<file path="src/rtl/fetch_ctrl.sv">
// Instruction fetch/decode/execute sequencer: fetches a word from instruction memory,
// classifies it, drives the PC update and counts retired instructions.
module fetch_ctrl #(
    parameter int unsigned TIMEOUT = 15,
    parameter logic [5:0]  OP_HALT = 6'b111111
) (
    input  logic        clk,
    input  logic        rst,
    input  logic        start_i,
    output logic        imem_req_o,
    input  logic        imem_ack_i,
    input  logic [31:0] imem_data_i,
    input  logic        zero_i,
    input  logic        ex_done_i,
    output logic [31:0] ir_o,
    output logic        pc_we_o,
    output logic [1:0]  pc_sel_o,
    output logic        busy_o,
    output logic        halted_o,
    output logic        error_o,
    output logic [15:0] icount_o
);

    localparam int unsigned WaitW = (TIMEOUT > 1) ? $clog2(TIMEOUT) : 1;
    localparam logic [WaitW-1:0] WaitLast = WaitW'(TIMEOUT - 1);

    localparam logic [5:0] OpJump = 6'b000010;
    localparam logic [5:0] OpBeq  = 6'b000100;
    localparam logic [5:0] OpBne  = 6'b000101;

    typedef enum logic [2:0] {
        StIdle, StFetch, StDecode, StExec, StHalt, StError
    } state_e;

    state_e            state_q;
    logic [31:0]       ir_q;
    logic [15:0]       icount_q;
    logic [WaitW-1:0]  wait_q;
    logic [5:0]        opcode;
    logic              is_jump;
    logic              is_halt;
    logic              take_branch;

    assign opcode  = ir_q[31:26];
    assign is_jump = (opcode == OpJump);
    assign is_halt = (opcode == OP_HALT);

    always_ff @(posedge clk or posedge rst) begin
        if (rst) begin
            state_q  <= StIdle;
            ir_q     <= 32'h0;
            icount_q <= 16'h0;
            wait_q   <= '0;
        end else begin
            case (state_q)
                StIdle: begin
                    wait_q <= '0;
                    if (start_i) state_q <= StFetch;
                end
                StFetch: begin
                    // An ack on the last permitted wait cycle still wins over the timeout.
                    if (imem_ack_i) begin
                        ir_q    <= imem_data_i;
                        wait_q  <= '0;
                        state_q <= StDecode;
                    end else if (wait_q == WaitLast) begin
                        wait_q  <= '0;
                        state_q <= StError;
                    end else begin
                        wait_q <= wait_q + 1'b1;
                    end
                end
                StDecode: begin
                    if (is_jump) begin
                        icount_q <= icount_q + 16'd1;
                        state_q  <= StFetch;
                    end else if (is_halt) begin
                        state_q <= StHalt;
                    end else begin
                        state_q <= StExec;
                    end
                end
                StExec: begin
                    if (ex_done_i) begin
                        icount_q <= icount_q + 16'd1;
                        state_q  <= StFetch;
                    end
                end
                StHalt:  state_q <= StHalt;
                StError: state_q <= StError;
                default: state_q <= StIdle;
            endcase
        end
    end

    assign take_branch = ((opcode == OpBeq) && zero_i) || ((opcode == OpBne) && !zero_i);

    // PC update is the only Mealy output: it fires in the cycle the decision is made.
    always_comb begin
        pc_we_o  = 1'b0;
        pc_sel_o = 2'd0;
        if (state_q == StDecode && is_jump) begin
            pc_we_o  = 1'b1;
            pc_sel_o = 2'd2;
        end else if (state_q == StExec && ex_done_i) begin
            pc_we_o  = 1'b1;
            pc_sel_o = take_branch ? 2'd1 : 2'd0;
        end
    end

    assign imem_req_o = (state_q == StFetch);
    assign busy_o     = (state_q == StFetch) || (state_q == StDecode) || (state_q == StExec);
    assign halted_o   = (state_q == StHalt);
    assign error_o    = (state_q == StError);
    assign ir_o       = ir_q;
    assign icount_o   = icount_q;

endmodule

</file>
<file path="config.mk">
export PLATFORM = sky130hd
export DESIGN_NAME = fetch_ctrl
export DESIGN_NICKNAME = d
export VERILOG_FILES = /design/src/rtl/fetch_ctrl.sv
export SDC_FILE = /design/constraint.sdc
export NUM_CORES = 1
export LEC_CHECK = 0
export ABC_AREA = 1
export BUFFER_PORTS_ARGS = -buffer_cell sky130_fd_sc_hd__buf_2
export CELL_PAD_IN_SITES_DETAIL_PLACEMENT = 1
export CELL_PAD_IN_SITES_GLOBAL_PLACEMENT = 2
export CORE_MARGIN = 3
export CORE_UTILIZATION = 25
export DETAILED_ROUTE_END_ITERATION = 8
export GPL_TIMING_DRIVEN = 0
export PLACE_DENSITY = 0.71
export SLEW_MARGIN = 15
export SYNTH_ARGS = -nofsm -noshare
export SYNTH_HDL_FRONTEND = slang
export SYNTH_SLANG_ARGS = --single-unit
export TNS_END_PERCENT = 5
</file>
<file path="constraint.sdc">
create_clock -name clk -period 1.6 [get_ports clk]
set_clock_uncertainty 0.05 [all_clocks]
set_input_delay 0.32 -clock clk [delete_from_list [all_inputs] [get_ports clk]]
set_output_delay 0.32 -clock clk [all_outputs]
set_load 0.005 [all_outputs]
</file>
======== After elaboration in Yosys (flattened, before gate mapping) ========
Cells that the tools add are included.
cells by class
  reductions and logical operators ........ 14
  equal/unequal tests ..................... 14
  $add $sub $neg .......................... 2
  muxes and demuxes ....................... 18
operators with widths
  kind                   count
  $mux 16                2
  $pmux 16 s2            1
  $mux 3                 6
  $pmux 3 s6             1
  $add 16x1->16 const B  1
  $eq 6x3->1 const B     2
  $mux 4                 2
  $pmux 4 s2             1
  $eq 3x2->1 const B     2
  $eq 3x3->1 const B     2
  $eq 6x2->1 const B     1
  $eq 6x6->1 const B     1
  $ne 2x2->1 const B     3
  $reduce_and 3->1       2
  $add 4x1->4 const B    1
  $eq 4x4->1 const B     1
  $logic_and 1x1->1      4
  $mux 1                 4
  $reduce_bool 2->1      2
  $eq 3x1->1 const B     1
  $logic_not 3->1        1
  $logic_or 1x1->1       3
  $ne 3x1->1 const B     1
  $mux 2                 1
  2 further kinds        2
storage, ports and cells
  register bits ........................... 55
  logic and storage cells ................. 52
  input bits .............................. 38
  output and inout port bits .............. 55

======== Depth between registers and ports, before layout ========
  word-level depth ........................ 6
  mapped depth ............................ 8
  gate-level depth less buffers ........... 8

======== Least setup slack after synthesis ========
OpenSTA, ideal clock, no wires.
  path type ............................... reg-to-reg
  start point ............................. register icount_q[1], in the netlist icount_o[1]
  end point ............................... register icount_q[8], in the netlist icount_o[8]
  library setup time ...................... 0.118 ns
  period minus slack after synthesis ...... 1.409 ns
  stages on the path, launching flop included .. 8
  buffers on the path ..................... 0
  required time ........................... 1.432 ns
  slack ................................... 0.191 ns
  arrival time ............................ 1.241 ns
  path through ............................ dfrtp_1 > ha_1 > inv_1 > nor2_1 > nand2_1 > xor2_1 > nand2_2 > o21ai_2
between the ends
  cells in the longest elaborated chain, start to end .. 3
  elaborated cells between the ends (all ways) .. 4
  classes of those cells .................. 1 x add/sub; 3 x mux
ends and longest elaborated chain
  what                        line    text
  from (decl)                 37      logic [15:0] icount_q;
  from (signal assigned)      75      icount_q <= icount_q + 16'd1;
  from (signal assigned)      85      icount_q <= icount_q + 16'd1;
  $add 16x1->16 *             75, 85
  $mux 16 (on tied branches)  84, 74
  $pmux 16 s2 *               55      case (state_q)
Every way passes the cells marked *; elsewhere a longest branch is shown, timed or not. The select of a mux whose other input is x is not followed.
A chain may end at the register's enable or synchronous reset.

======== Worst setup path in the final report ========
  start point ............................. register state_q[2]
  end point ............................... output pc_we_o
between the ends
  cells in the longest elaborated chain, start to end .. 4
  elaborated cells between the ends (all ways) .. 6
  classes of those cells .................. 2 x eq/ne; 2 x mux; 2 x reduce/logical
ends and longest elaborated chain
  what                    line  text
  from (decl)             35    state_e state_q;
  from (signal assigned)  50    state_q <= StIdle;
  from (signal assigned)  58    if (start_i) state_q <= StFetch;
  from (signal assigned)  65    state_q <= StDecode;
  $eq 3x2->1              105   end else if (state_q == StExec && ex_done_i) begin
  $logic_and 1x1->1       105
  $mux 1                  105
  $mux 1 *                102   if (state_q == StDecode && is_jump) begin
  to (decl)               16    output logic pc_we_o,
Every way passes the cells marked *; elsewhere a longest branch is shown, timed or not.

==> metrics.txt <==
Die Height 112 um; final core occ 34.9%; TritonRoute pass-1 iters 4; Final min period 1.79 ns; CTS Buf Count 5; Pleak 1.97 nW; maximum vdd ir drop 0.621 mV; dpl ws -0.0719 ns; Synth area leaders dfrtp_1, nand2_1, nand3_1; post-synthesis xor/xnor area fraction 3.13%; Slew HR 58.5%; Die Width 112 um; Syn Inst Count 355; CTS sink cnt 55; average via count per standard cell 4.50; RSZ-0062 raised after global routing true; Critical Path End Type primary output; routability cong. 0.736; All-Layer GR Usage 14.1%; max incr delay on CP 0.44 ns; GRT overflow 0; htree depth 2; Ys Warns 0; cell count of the worst reg-to-reg path 9; clk root buf clkbuf_8; post-DR wirelength/cell 14.1 um; PwrDens 1520 mW/mm^2; Mapped Area 0.00280 sq mm; RR Startpoint state_q[2]$_DFFE_PP0P_; most frequent cell after synthesis nand2_1; Initial Util 26.4%; R2R setup slack 0.12 ns; HP Class in -> async; adder-cell area share of the yosys netlist 1.34%; failing checks negative setup slack; Pwr Total 5.62 mW; die area 0.0125 sq mm; row cnt 37; Max Root-Sink Buffers 2; n_diodes 0; Worst-Margin Slew 0.621 ns; synth cell count leaders nand2_1, dfrtp_1, nand3_1; share of flip-flops with an asynchronous set or reset 100%; top-area cell type share of the netlist area 49.2%; fmax 559 MHz; status complete, but fails checks; Final Hold Viols 0; max-slew violations 0; critical path data required time 1.23 ns; Filler Cell Count 1323; Cell Area, Placed 0.00344 sq mm; end of the worst register-to-register path icount_o[9]$_DFFE_PP0P_; PortBufs 91; via count 2701; latest clock arrival within the worst-skew pair 0.31 ns; Finish-stage setup viols 4; Iteration-0 DRC Markers 66; post-route ant nets 0; number of flops mapped to enable cells by yosys 0; startpoint types register; nets 504; Residual DRC 0; # Max-Cap Violations 0; mux contribution to synthesized area 0%; final instance area 0.00370 sq mm; compound-gate portion of the synthesized area 3.72%; TritonCTS clock tree built; initial antenna violation count 0; cell taking the most area after synthesis dfrtp_1; worst-path cell chain inv_2 > nand2_4 > nor2_4 > nand4_4 > nand2_4 > buf_12 > buf_6; Slowest cell on crit path dfrtp_1; post-synthesis sequential area ratio 49.2%; post-synth cell types 27; #FFs+latches synth 55; crit path max fanout 3; Data arrival, critical path 1.42 ns; Crit Path Category reg -> out; Post-Route WL 8450 um; final period utilization 112%; CTS clock-pin slew for the worst setup and hold paths 0.11 ns; Mapped Avg Cell Area 7.87 sq um; setup ws final -0.188 ns; largest net degree at the start of global routing 31; first-pass GRT wire length 14600 um; simple-gate share of the synthesized area 36.2%; DP HPWL 6460 um; Core Region 0.0106 sq mm; # IOs 93; vias in the first global route 2974; largest family of logic cells by synthesized area simple AND/OR/NAND/NOR gates; Mapped Nets 396; layout cells sized above 1 34.1%; most used cell, CP nand2_4; Top FF cell, synth dfrtp_1; Area Growth Syn to Fin 32.3%
==> cell families (layout without fill, tap and decap cells) <==
group / count (synthesis) / after routing
AND/OR/NAND/NOR: 233 / 233
flip-flops: 55 / 55
buffers and inverters: 37 / 146
AO/OA/AOI/OAI: 17 / 17
XOR/XNOR: 10 / 10
adder cells (fa/ha/maj): 3 / 3
==> layout by cell type (no fill, tap or decap), types with 5 or more instances in the layout <==
cell type  instances
nand2_1          135
buf_2             92
dfrtp_1           48
nand3_1           44
nor2_1            23
inv_1             20
nand2_2           12
buf_4             10
xor2_1             8
dfrtp_2            7
clkbuf_8           6
nand4_1            5
==> metrics by stage <==
stage / TNS [ns] / std cells / hold WS (ns)
2_1_floorplan: 0 / 355 / 0.344
3_3_place_gp: -0.300 / 582 / 0.400
3_5_place_dp: -0.233 / 583 / 0.397
4_1_cts: -0.874 / 599 / 0.0480
5_1_grt: -1.48 / 600 / 0.0651
6_report: -0.676 / 600 / 0.0127
==> repair_timing <==
item,4_1_cts,5_1_grt
hold buffers,0,0
resized for setup,16,13
buffers inserted,8,1
endpoints found under the setup margin,19,51
pin swaps,3,2
==> worst max-delay path: cells and delay by family (launching register included) <==
family	cells	cell delay [ns]
flops	1	0.44
simple gates	4	0.39
buf+inv	3	0.28
==> report_power, final <==
group | internal (mW) | leakage (nW) | switching [mW]
combinational | 1.06 | 1.23 | 1.41
sequential | 1.89 | 0.696 | 0.411
clock | 0.355 | 0.0474 | 0.496
==> layout make-up <==
| class | count | area, sq um | area share (%) |
|---|---|---|---|
| clock inverters | 2 | 16.3 | 0.440 |
| repair buffers | 101 | 549 | 14.9 |
| inverters | 25 | 97.6 | 2.64 |
| multi-input cells | 263 | 1290 | 34.9 |
| plain buffers | 12 | 106 | 2.88 |
| clock buffers | 6 | 82.6 | 2.23 |
| flip-flops and latches | 55 | 1390 | 37.4 |
| well taps | 136 | 170 | 4.60 |
==> worst max path at each step <==
stage / startpoint / to / slack [ns] / cells past startpoint
3_3_place_gp: state_q[2]$_DFFE_PP0P_ / imem_req_o / -0.08 / 5
3_5_place_dp: state_q[2]$_DFFE_PP0P_ / imem_req_o / -0.07 / 5
2_1_floorplan: icount_o[1]$_DFFE_PP0P_ / icount_o[8]$_DFFE_PP0P_ / 0.19 / 7
4_1_cts: state_q[2]$_DFFE_PP0P_ / pc_we_o / -0.24 / 7
6_report: state_q[2]$_DFFE_PP0P_ / pc_we_o / -0.19 / 7
5_1_grt: ir_o[27]$_DFFE_PP0P_ / pc_we_o / -0.31 / 6
==> sequential cells by signal, indices dropped and copies added, names as in the netlist <==
signal    count
state_q       3
ir_o         32
wait_q        4
icount_o     16
==> routing by layer <==
metal,track usage [%],up-vias,share of wire (%)
met5,0,-,0
li1,-,1335,-
met4,2.68,0,0.84
met1,18.4,1286,45
met3,4.95,9,7.8
met2,22.7,71,46
Note: power is estimated with default switching activity, not from simulation.
